## src/rtl/tuse_tnew_scoreboard.sv

```systemverilog
// Purpose : D-stage Tuse/Tnew hazard scoreboard; tracks in-flight GPR writers
//           and reports stall plus the producer-stage tag for rs/rt forwarding.
// Latency : stall/fwd tags are combinational from registered state; issue and
//           advance take effect on the next rising edge; busy_cnt is registered.
// Backpressure: stall freezes only F/D; tracked writers keep advancing
//           through E/M/W every cycle regardless of stall.
// Ports   : clk, rst_n (async, active-low)
//           id_valid/id_rs/id_rt/id_tuse_rs/id_tuse_rt - D-stage operand reads
//           id_we/id_dst/id_tnew                       - D-stage writer to issue
//           stall, fwd_rs_src, fwd_rt_src (0=GRF,1=E,2=M,3=W), busy_cnt
module tuse_tnew_scoreboard #(
   parameter int NREG   = 32,
   parameter int TW     = 2,
   parameter int NSTAGE = 3
) (
   input  logic          clk,
   input  logic          rst_n,
   input  logic          id_valid,
   input  logic [4:0]    id_rs,
   input  logic [4:0]    id_rt,
   input  logic [TW-1:0] id_tuse_rs,
   input  logic [TW-1:0] id_tuse_rt,
   input  logic          id_we,
   input  logic [4:0]    id_dst,
   input  logic [TW-1:0] id_tnew,
   output logic          stall,
   output logic [1:0]    fwd_rs_src,
   output logic [1:0]    fwd_rt_src,
   output logic [5:0]    busy_cnt
);

   // All-ones Tuse means the operand is not read at all.
   localparam logic [TW-1:0] TUSE_NONE = '1;
   localparam logic [1:0]    STG_LAST  = 2'(NSTAGE);

   logic [NREG-1:0]         r_pend;
   logic [NREG-1:0][TW-1:0] r_cnt;
   logic [NREG-1:0][1:0]    r_stg;
   logic [5:0]              r_busy;

   logic [NREG-1:0]         w_pend_nxt;
   logic [NREG-1:0][TW-1:0] w_cnt_nxt;
   logic [NREG-1:0][1:0]    w_stg_nxt;
   logic [5:0]              w_busy_nxt;

   logic w_hz_rs;
   logic w_hz_rt;
   logic w_issue;

   // A hazard exists when the producer's result will still not be forwardable
   // by the time this operand is consumed. id_valid leads every term so a
   // bubble with undriven operand fields resolves to a clean 0.
   assign w_hz_rs = id_valid && (id_rs != 5'd0) && (id_tuse_rs != TUSE_NONE)
                    && r_pend[id_rs] && (r_cnt[id_rs] > id_tuse_rs);
   assign w_hz_rt = id_valid && (id_rt != 5'd0) && (id_tuse_rt != TUSE_NONE)
                    && r_pend[id_rt] && (r_cnt[id_rt] > id_tuse_rt);
   assign stall   = w_hz_rs | w_hz_rt;

   // Tags are reported even while stalled so the muxes stay steady. A bubble
   // has no operands, so it reports GRF rather than propagating unknowns.
   assign fwd_rs_src = (id_valid && (id_rs != 5'd0) && r_pend[id_rs]) ? r_stg[id_rs] : 2'd0;
   assign fwd_rt_src = (id_valid && (id_rt != 5'd0) && r_pend[id_rt]) ? r_stg[id_rt] : 2'd0;

   // A stalled instruction becomes a bubble in E, so it must not be tracked.
   assign w_issue = id_valid && !stall && id_we && (id_dst != 5'd0);

   always_comb begin
      w_pend_nxt = r_pend;
      w_cnt_nxt  = r_cnt;
      w_stg_nxt  = r_stg;
      w_busy_nxt = '0;

      // Every tracked writer moves one stage per cycle; leaving W retires it.
      for (int i = 1; i < NREG; i++) begin
         if (r_pend[i]) begin
            if (r_stg[i] == STG_LAST) begin
               w_pend_nxt[i] = 1'b0;
               w_cnt_nxt[i]  = '0;
               w_stg_nxt[i]  = 2'd0;
            end else begin
               w_stg_nxt[i] = r_stg[i] + 2'd1;
               w_cnt_nxt[i] = (r_cnt[i] == '0) ? '0 : r_cnt[i] - TW'(1);
            end
         end
      end

      // The newest writer replaces any older one still in flight to the same
      // register, including one retiring this very edge.
      if (w_issue) begin
         w_pend_nxt[id_dst] = 1'b1;
         w_stg_nxt[id_dst]  = 2'd1;
         w_cnt_nxt[id_dst]  = id_tnew;
      end

      // $0 is hardwired; it never holds a pending writer.
      w_pend_nxt[0] = 1'b0;
      w_cnt_nxt[0]  = '0;
      w_stg_nxt[0]  = 2'd0;

      for (int i = 0; i < NREG; i++) begin
         w_busy_nxt = w_busy_nxt + 6'(w_pend_nxt[i]);
      end
   end

   always_ff @(posedge clk or negedge rst_n) begin
      if (!rst_n) begin
         r_pend <= '0;
         r_cnt  <= '0;
         r_stg  <= '0;
         r_busy <= '0;
      end else begin
         r_pend <= w_pend_nxt;
         r_cnt  <= w_cnt_nxt;
         r_stg  <= w_stg_nxt;
         r_busy <= w_busy_nxt;
      end
   end

   assign busy_cnt = r_busy;

endmodule

```

## config.mk

```make
export PLATFORM = sky130hd
export DESIGN_NAME = tuse_tnew_scoreboard
export DESIGN_NICKNAME = d
export VERILOG_FILES = /design/src/rtl/tuse_tnew_scoreboard.sv
export SDC_FILE = /design/constraint.sdc
export NUM_CORES = 1
export LEC_CHECK = 0
export ABC_AREA = 1
export CAP_MARGIN = 5
export CORE_MARGIN = 3
export CORE_UTILIZATION = 35
export DETAILED_ROUTE_END_ITERATION = 10
export GPL_TIMING_DRIVEN = 1
export PLACE_DENSITY = 0.54
export SYNTH_ARGS = -nofsm -noshare
export SYNTH_HDL_FRONTEND = slang
export SYNTH_SLANG_ARGS = --single-unit
```

## constraint.sdc

```tcl
create_clock -name clk -period 8.7 [get_ports clk]
set_input_delay 2.175 -clock clk [delete_from_list [all_inputs] [get_ports clk]]
set_output_delay 2.175 -clock clk [all_outputs]
set_load 0.005 [all_outputs]
```

Word-level counts from Yosys, hierarchy flattened --
Cells that the tools add are included.
Operators by class: $add $sub $neg 92, order comparisons 6, equality and inequality tests 33, muxes and demuxes 239, bitwise operators 5, reduce and logical (&&, ||, !) cells 49
Operator list (count):
- 2-bit two-way mux | 162
- 6-bit by 1-bit adder with 6-bit output | 25
- 64-bit two-way mux | 2
- 1-bit two-way mux | 65
- 64-bit bitwise mux | 1
- 32-bit OR | 2
- 2-bit by 1-bit adder with 2-bit output (second input constant) | 31
- 2-bit == test (second input constant) | 31
- 2-bit zero test | 31
- 2-bit by 1-bit subtractor with 2-bit output (second input constant) | 31
- 2-bit binary-select mux with 5-bit select | 4
- 32-bit bitwise AND | 1
- 32-bit two-way mux | 1
- 32-bit inverter | 1
- 5-bit by 6-bit < comparator with 1-bit output (second input constant) | 3
- 5-bit nonzero test | 3
- 1-bit logical AND | 14
- 1-bit binary-select mux with 5-bit select | 2
- 2-bit demux with 5-bit select | 1
- 5-bit by 1-bit adder with 6-bit output | 1
- 4-bit by 1-bit adder with 5-bit output | 1
- 1-bit demux with 5-bit select | 1
- 5-bit by 1-bit >= comparator with 1-bit output (second input constant) | 1
- 3-bit by 1-bit adder with 4-bit output | 1
- 6 further kinds | 8
Word-level totals: register bits after elaboration 161, input port bits 25

Depth between registers and ports, before layout --
word-level depth 41, gate-level depth with buffers 37, gate-level depth less buffers 31

Worst setup path after synthesis --
Ideal clock, no wire load.
path kind input -> register, start input port id_rt[1], end register r_busy[4], in the netlist busy_cnt[4], arrival 9.054 ns, data required time 8.579 ns, slack -0.476 ns, stages 31, buffers on the path 5, cell sequence buf_2 -> inv_2 -> clkbuf_1 -> buf_2 -> a21oi_1 -> o21ai_0 -> o221ai_1 -> o211ai_1 -> nand3_1 -> nand2_1 -> nand2_1 -> ha_1 -> a221oi_1 -> nand4_4 -> nand3_2 -> buf_6 -> buf_2 -> o21ai_0 -> fa_1 -> inv_1 -> fa_1 -> fa_1 -> fa_1 -> fa_1 -> inv_1 -> fa_1 -> fa_1 -> inv_1 -> fa_1 -> o21a_1 -> xor2_1
On the way: word-level cells in the longest chain between the ends 41, elaborated cells between the ends (all ways) 46, those cells by class add/sub (30); order compare (1); mux (5); bitwise (1); reduce/logical (9)
RTL lines:
- from (decl) | line 20 | input logic [4:0] id_rt,
- branches (longest 4 deep; another with 2-bit greater-than comparator)
- 1-bit logical AND * | line 56 | && r_pend[id_rt] && (r_cnt[id_rt] > id_tuse_rt);
- 1-bit OR * | line 57 | assign stall = w_hz_rs | w_hz_rt;
- 1-bit zero test * | line 65 | assign w_issue = id_valid && !stall && id_we && (id_dst != 5'd0);
- 1-bit logical AND * (3 in series) | line 65
- 32-bit two-way mux * | line 89 | if (w_issue) begin
- net w_pend_nxt[1] | line 41 | logic [NREG-1:0] w_pend_nxt;
- 1-bit by 1-bit adder with 2-bit output * | line 101 | w_busy_nxt = w_busy_nxt + 6'(w_pend_nxt[i]);
- 2-bit by 1-bit adder with 3-bit output * | line 101
- 3-bit by 1-bit adder with 4-bit output * | line 101
- 4-bit by 1-bit adder with 5-bit output * | line 101
- 5-bit by 1-bit adder with 6-bit output * | line 101
- 6-bit by 1-bit adder with 6-bit output * (25 in series) | line 101
- net w_busy_nxt[4] | line 44 | logic [5:0] w_busy_nxt;
- to (signal assigned) | line 115 | r_busy <= w_busy_nxt;
- to (decl) | line 39 | logic [5:0] r_busy;
Mark *: on every way through the listed nets, which the timed path passes. The select of a mux whose other input is x is not followed.

Worst setup path after layout --
start input port id_rt[1], end register r_busy[4], in the netlist busy_cnt[4]
On the way: word-level cells in the longest chain between the ends 41, elaborated cells between the ends (all ways) 46, those cells by class add/sub (30); order compare (1); mux (5); bitwise (1); reduce/logical (9)
RTL lines (line):
- branches (longest 4 deep; another with 2-bit greater-than comparator)
- 1-bit logical AND * | 56
- 1-bit OR * | 57
- 1-bit zero test * | 65
- 1-bit logical AND * (3 in series) | 65
- 32-bit two-way mux * | 89
- 1-bit by 1-bit adder with 2-bit output | 101
- 2-bit by 1-bit adder with 3-bit output | 101
- 3-bit by 1-bit adder with 4-bit output | 101
- 4-bit by 1-bit adder with 5-bit output | 101
- 5-bit by 1-bit adder with 6-bit output | 101
- 6-bit by 1-bit adder with 6-bit output (24 in series) | 101
- 6-bit by 1-bit adder with 6-bit output * | 101
- net w_busy_nxt[4] | 44
Marked as above.

==> metrics <==
status=complete, no violations; largest net degree at the start of global routing=95; n_diodes=0; CTS Buf Count=17; Buffers & Inverters on Critical Path=8; Fmax=about 0.12 GHz; required time worst endpoint=9.05 ns; Starting DRT DRC Count=between 1000 and 1500; post-route ant nets=0; I/O pin cnt=36; Total Die Area=approximately 0.037 mm2; drt first pass iters=6; met3 usage=under 10%; top cell type's share of synthesized area=about a third; root buf cell=clkbuf_16; minimum clock period=roughly 8.5 ns; Area growth, synth to finish=22.13%; cell type with the largest total area after synthesis=dfrtp_1; share of post-route cells with drive strength above 1=13.81%; grt met2 use=40.46%; Clock Skew=approximately 0.016 ns; fill count=about 3500; R2R cell count=27; Core ar.=around 0.034 mm2; synth unique cells=between 40 and 50; sequential fraction of the synthesis area=about a third; Die Span Y=approximately 190 um; total power=3.490 mW; maximum fanout along the worst path=17; initial antenna violation count=1; I/O Buffers=35; Non-Filler Instances=about 2400; Vias=approximately 13000; starting density of the core=roughly 36%; Total Routing Usage GR=26.44%; total global routing overflow=0; Max-Cap Viols=0; Synth Register Bits=161; CP max-delay cell=fa_2; Post-Place Setup Slack=-0.6084 ns; Mapped Nets=1850; most frequent cell after synthesis=nand2_1; CTS H-tree lvls=4; CP startpoint kind=input pin; Pleak=~6.8 nW; Final Hold Fails=0; Tcrit/Tclk final=97.74%; Mapped Area=between 0.01 and 0.015 mm2; CTS tree=built; Synth Flop Type=dfrtp_1; Final WS setup=roughly 0.20 ns; Post-synth EDFFs=0; worst-case clock buffer depth=2; Setup TNS=0 ns; top cells by area, synth=dfrtp_1 33%, nand2_1 13%, o21ai_0 10%; Worst Hold Class=flop to flop; Slew Viols, Final=0; crit-path most repeated cell=fa_2; Rel. slew slack=between 20% and 30%; Avg Cell Area, Syn=around 7 um2; CP delay by family, top=adder cells; Final setup viols=0; Hold Path Depth=2; ys async rst share=100.0%; Post-DP HPWL=35750 um; Crit Path Class=input pin to flop; Worst-path clk slew=around 0.070 ns; clock sinks=roughly 160; CP Capture Type=flop; worst endpoint data arrival time=8.85 ns; die span in x=a little under 200 um; synth warn=0; WP depth=31; DRC=0; post-synthesis instance total=between 1500 and 2000; Avg Vias per Cell=5.581; P per Cell Area=around 230 mW/mm2; critical path's largest stage delay=around 0.65 ns; fin nets=1989; first-pass GRT wire length=about 74000 um; GRT met1 Usage=between 30% and 40%; top post-synthesis cells by count=411 x nand2_1, 253 x o21ai_0, 178 x inv_1, 171 x nor2_1, 161 x dfrtp_1; dpl cells=approximately 2300; Worst Max-Slew Pin Slew=1.056 ns; Routed Wire Length=between 40000 and 50000 um; Placer Congestion=~1; worst-skew pair later-pin latency=0.46 ns; FP Rows=67; maximum VDD drop=about 0.14 mV; most used routing layer=met2; vias in the first global route=about 12000; WL/cell=between 20 and 25 um
==> path summary, 6_finish.rpt <==
| check | start | end | slack [ns] |
|---|---|---|---|
| setup reg to reg | r_cnt[37] | busy_cnt[4] | 1.71 |
| hold reg to reg | r_pend[18] | r_stg[36] | 0.55 |
| setup / recovery | id_rt[1] | busy_cnt[4] | 0.20 |
| hold / removal | r_pend[18] | r_stg[36] | 0.55 |
| max in group asynchronous | rst_n | r_stg[20] | 5.44 |
| min in group asynchronous | rst_n | r_stg[54] | 1.80 |
==> report_power, final <==
group | total (mW) | internal [mW] | switching, mW
clock network | 0.760 | 0.411 | 0.349
logic | 1.43 | 0.568 | 0.860
registers | 1.30 | 0.992 | 0.310
total | 3.49 | 1.97 | 1.52
==> layer usage <==
| metal | up-vias | part of all wire (%) |
|---|---|---|
| met1 | 6309 | 46 |
| met4 | 0 | 2.5 |
| met5 | - | 0 |
| met3 | 85 | 7.9 |
| li1 | 6212 | - |
| met2 | 566 | 44 |
==> cell usage in the layout (no fill, tap or decap), types with 3 or more instances in the layout <==
master	synthesis	routed
o21a_1	4	4
clkinv_4	0	3
o21bai_1	5	5
nand3_1	94	94
clkbuf_16	0	17
o211ai_1	17	17
a31oi_1	7	7
nor3_1	13	13
buf_12	0	15
fa_2	0	5
buf_6	8	6
xnor2_1	5	5
a21oi_1	117	115
nand2_1	411	411
ha_1	42	41
o31ai_1	5	5
nor2_4	2	3
nand4_1	66	66
inv_1	178	172
o21bai_2	10	10
dfrtp_1	161	161
nor2_2	0	4
inv_4	0	4
o22ai_1	13	13
o21ai_0	253	240
o221ai_1	15	15
inv_2	6	7
o2111ai_1	7	5
buf_4	5	161
o21ai_1	2	13
clkinvlp_4	0	3
mux2i_1	20	20
fa_1	23	18
nor2_1	171	166
clkdlybuf4s50_1	0	27
==> cell families (layout without fill, tap and decap cells) <==
| logic type | count (synthesis) | after routing | share of synthesized area [%] |
|---|---|---|---|
| XOR/XNOR | 7 | 7 | 0.5006 |
| AO/OA/AOI/OAI | 465 | 465 | 21.27 |
| AND/OR/NAND/NOR | 761 | 761 | 26.17 |
| multiplexers | 20 | 20 | 1.635 |
| flip-flops | 161 | 161 | 32.90 |
| adder cells (fa/ha/maj) | 65 | 65 | 8.051 |
| buffers and inverters | 281 | 433 | 9.471 |
==> state kept, by name, summed over array words and instances, names as in the netlist <==
register	count
r_stg	62
r_pend	31
r_cnt	62
busy_cnt	6
==> worst reg2reg max path, stage by stage (launching register included) <==
cell and delay (ns):
dfrtp_1 0.45, inv_1 0.13, o21ai_0 0.23, o2111ai_1 0.14, a21oi_1 0.31, nor3_1 0.10
nor2_1 0.11, ha_1 0.26, a21oi_1 0.19, a221oi_2 0.07, nand4_4 0.09, nand3_4 0.10
buf_4 0.15, buf_12 0.12, nor2_2 0.11, nor2_2 0.07, fa_2 0.65, fa_1 0.46
fa_2 0.60, fa_2 0.45, fa_1 0.49, inv_1 0.05, fa_1 0.56, fa_2 0.23
inv_2 0.05, fa_2 0.38, o21a_1 0.19, xor2_1 0.14
==> metrics by stage <==
| stage | cell area (um2) | util, % | hold slack (ns) |
|---|---|---|---|
| after floorplan | 12330 | - | 0.5061 |
| after global placement | 14100 | 41.42 | 0.5338 |
| after detailed placement | 14100 | 41.42 | 0.5339 |
| after CTS | 14690 | 43.16 | 0.5523 |
| after global routing | 14960 | 43.95 | 0.5960 |
| final | 14960 | 43.95 | 0.5478 |
==> what timing repair did <==
action	4_1_cts	5_1_grt
cloned	0	1
endpoints found under the setup margin	5	5
gates resized for setup	7	52
pin swaps	8	29
buffers inserted	1	14
hold buffers	0	0
==> cell type report <==
cell class / instances / area [um2] / area share (%)
multi-input combinational: 1318 / 7186 / 48.04
sequential: 161 / 4029 / 26.94
timing repair buffer: 216 / 1911 / 12.77
inverter: 185 / 704.4 / 4.710
tap: 448 / 560.5 / 3.748
clock buffer: 21 / 460.4 / 3.078
clock inverter: 11 / 106.4 / 0.7111
Power figures use the tool's default switching activity.
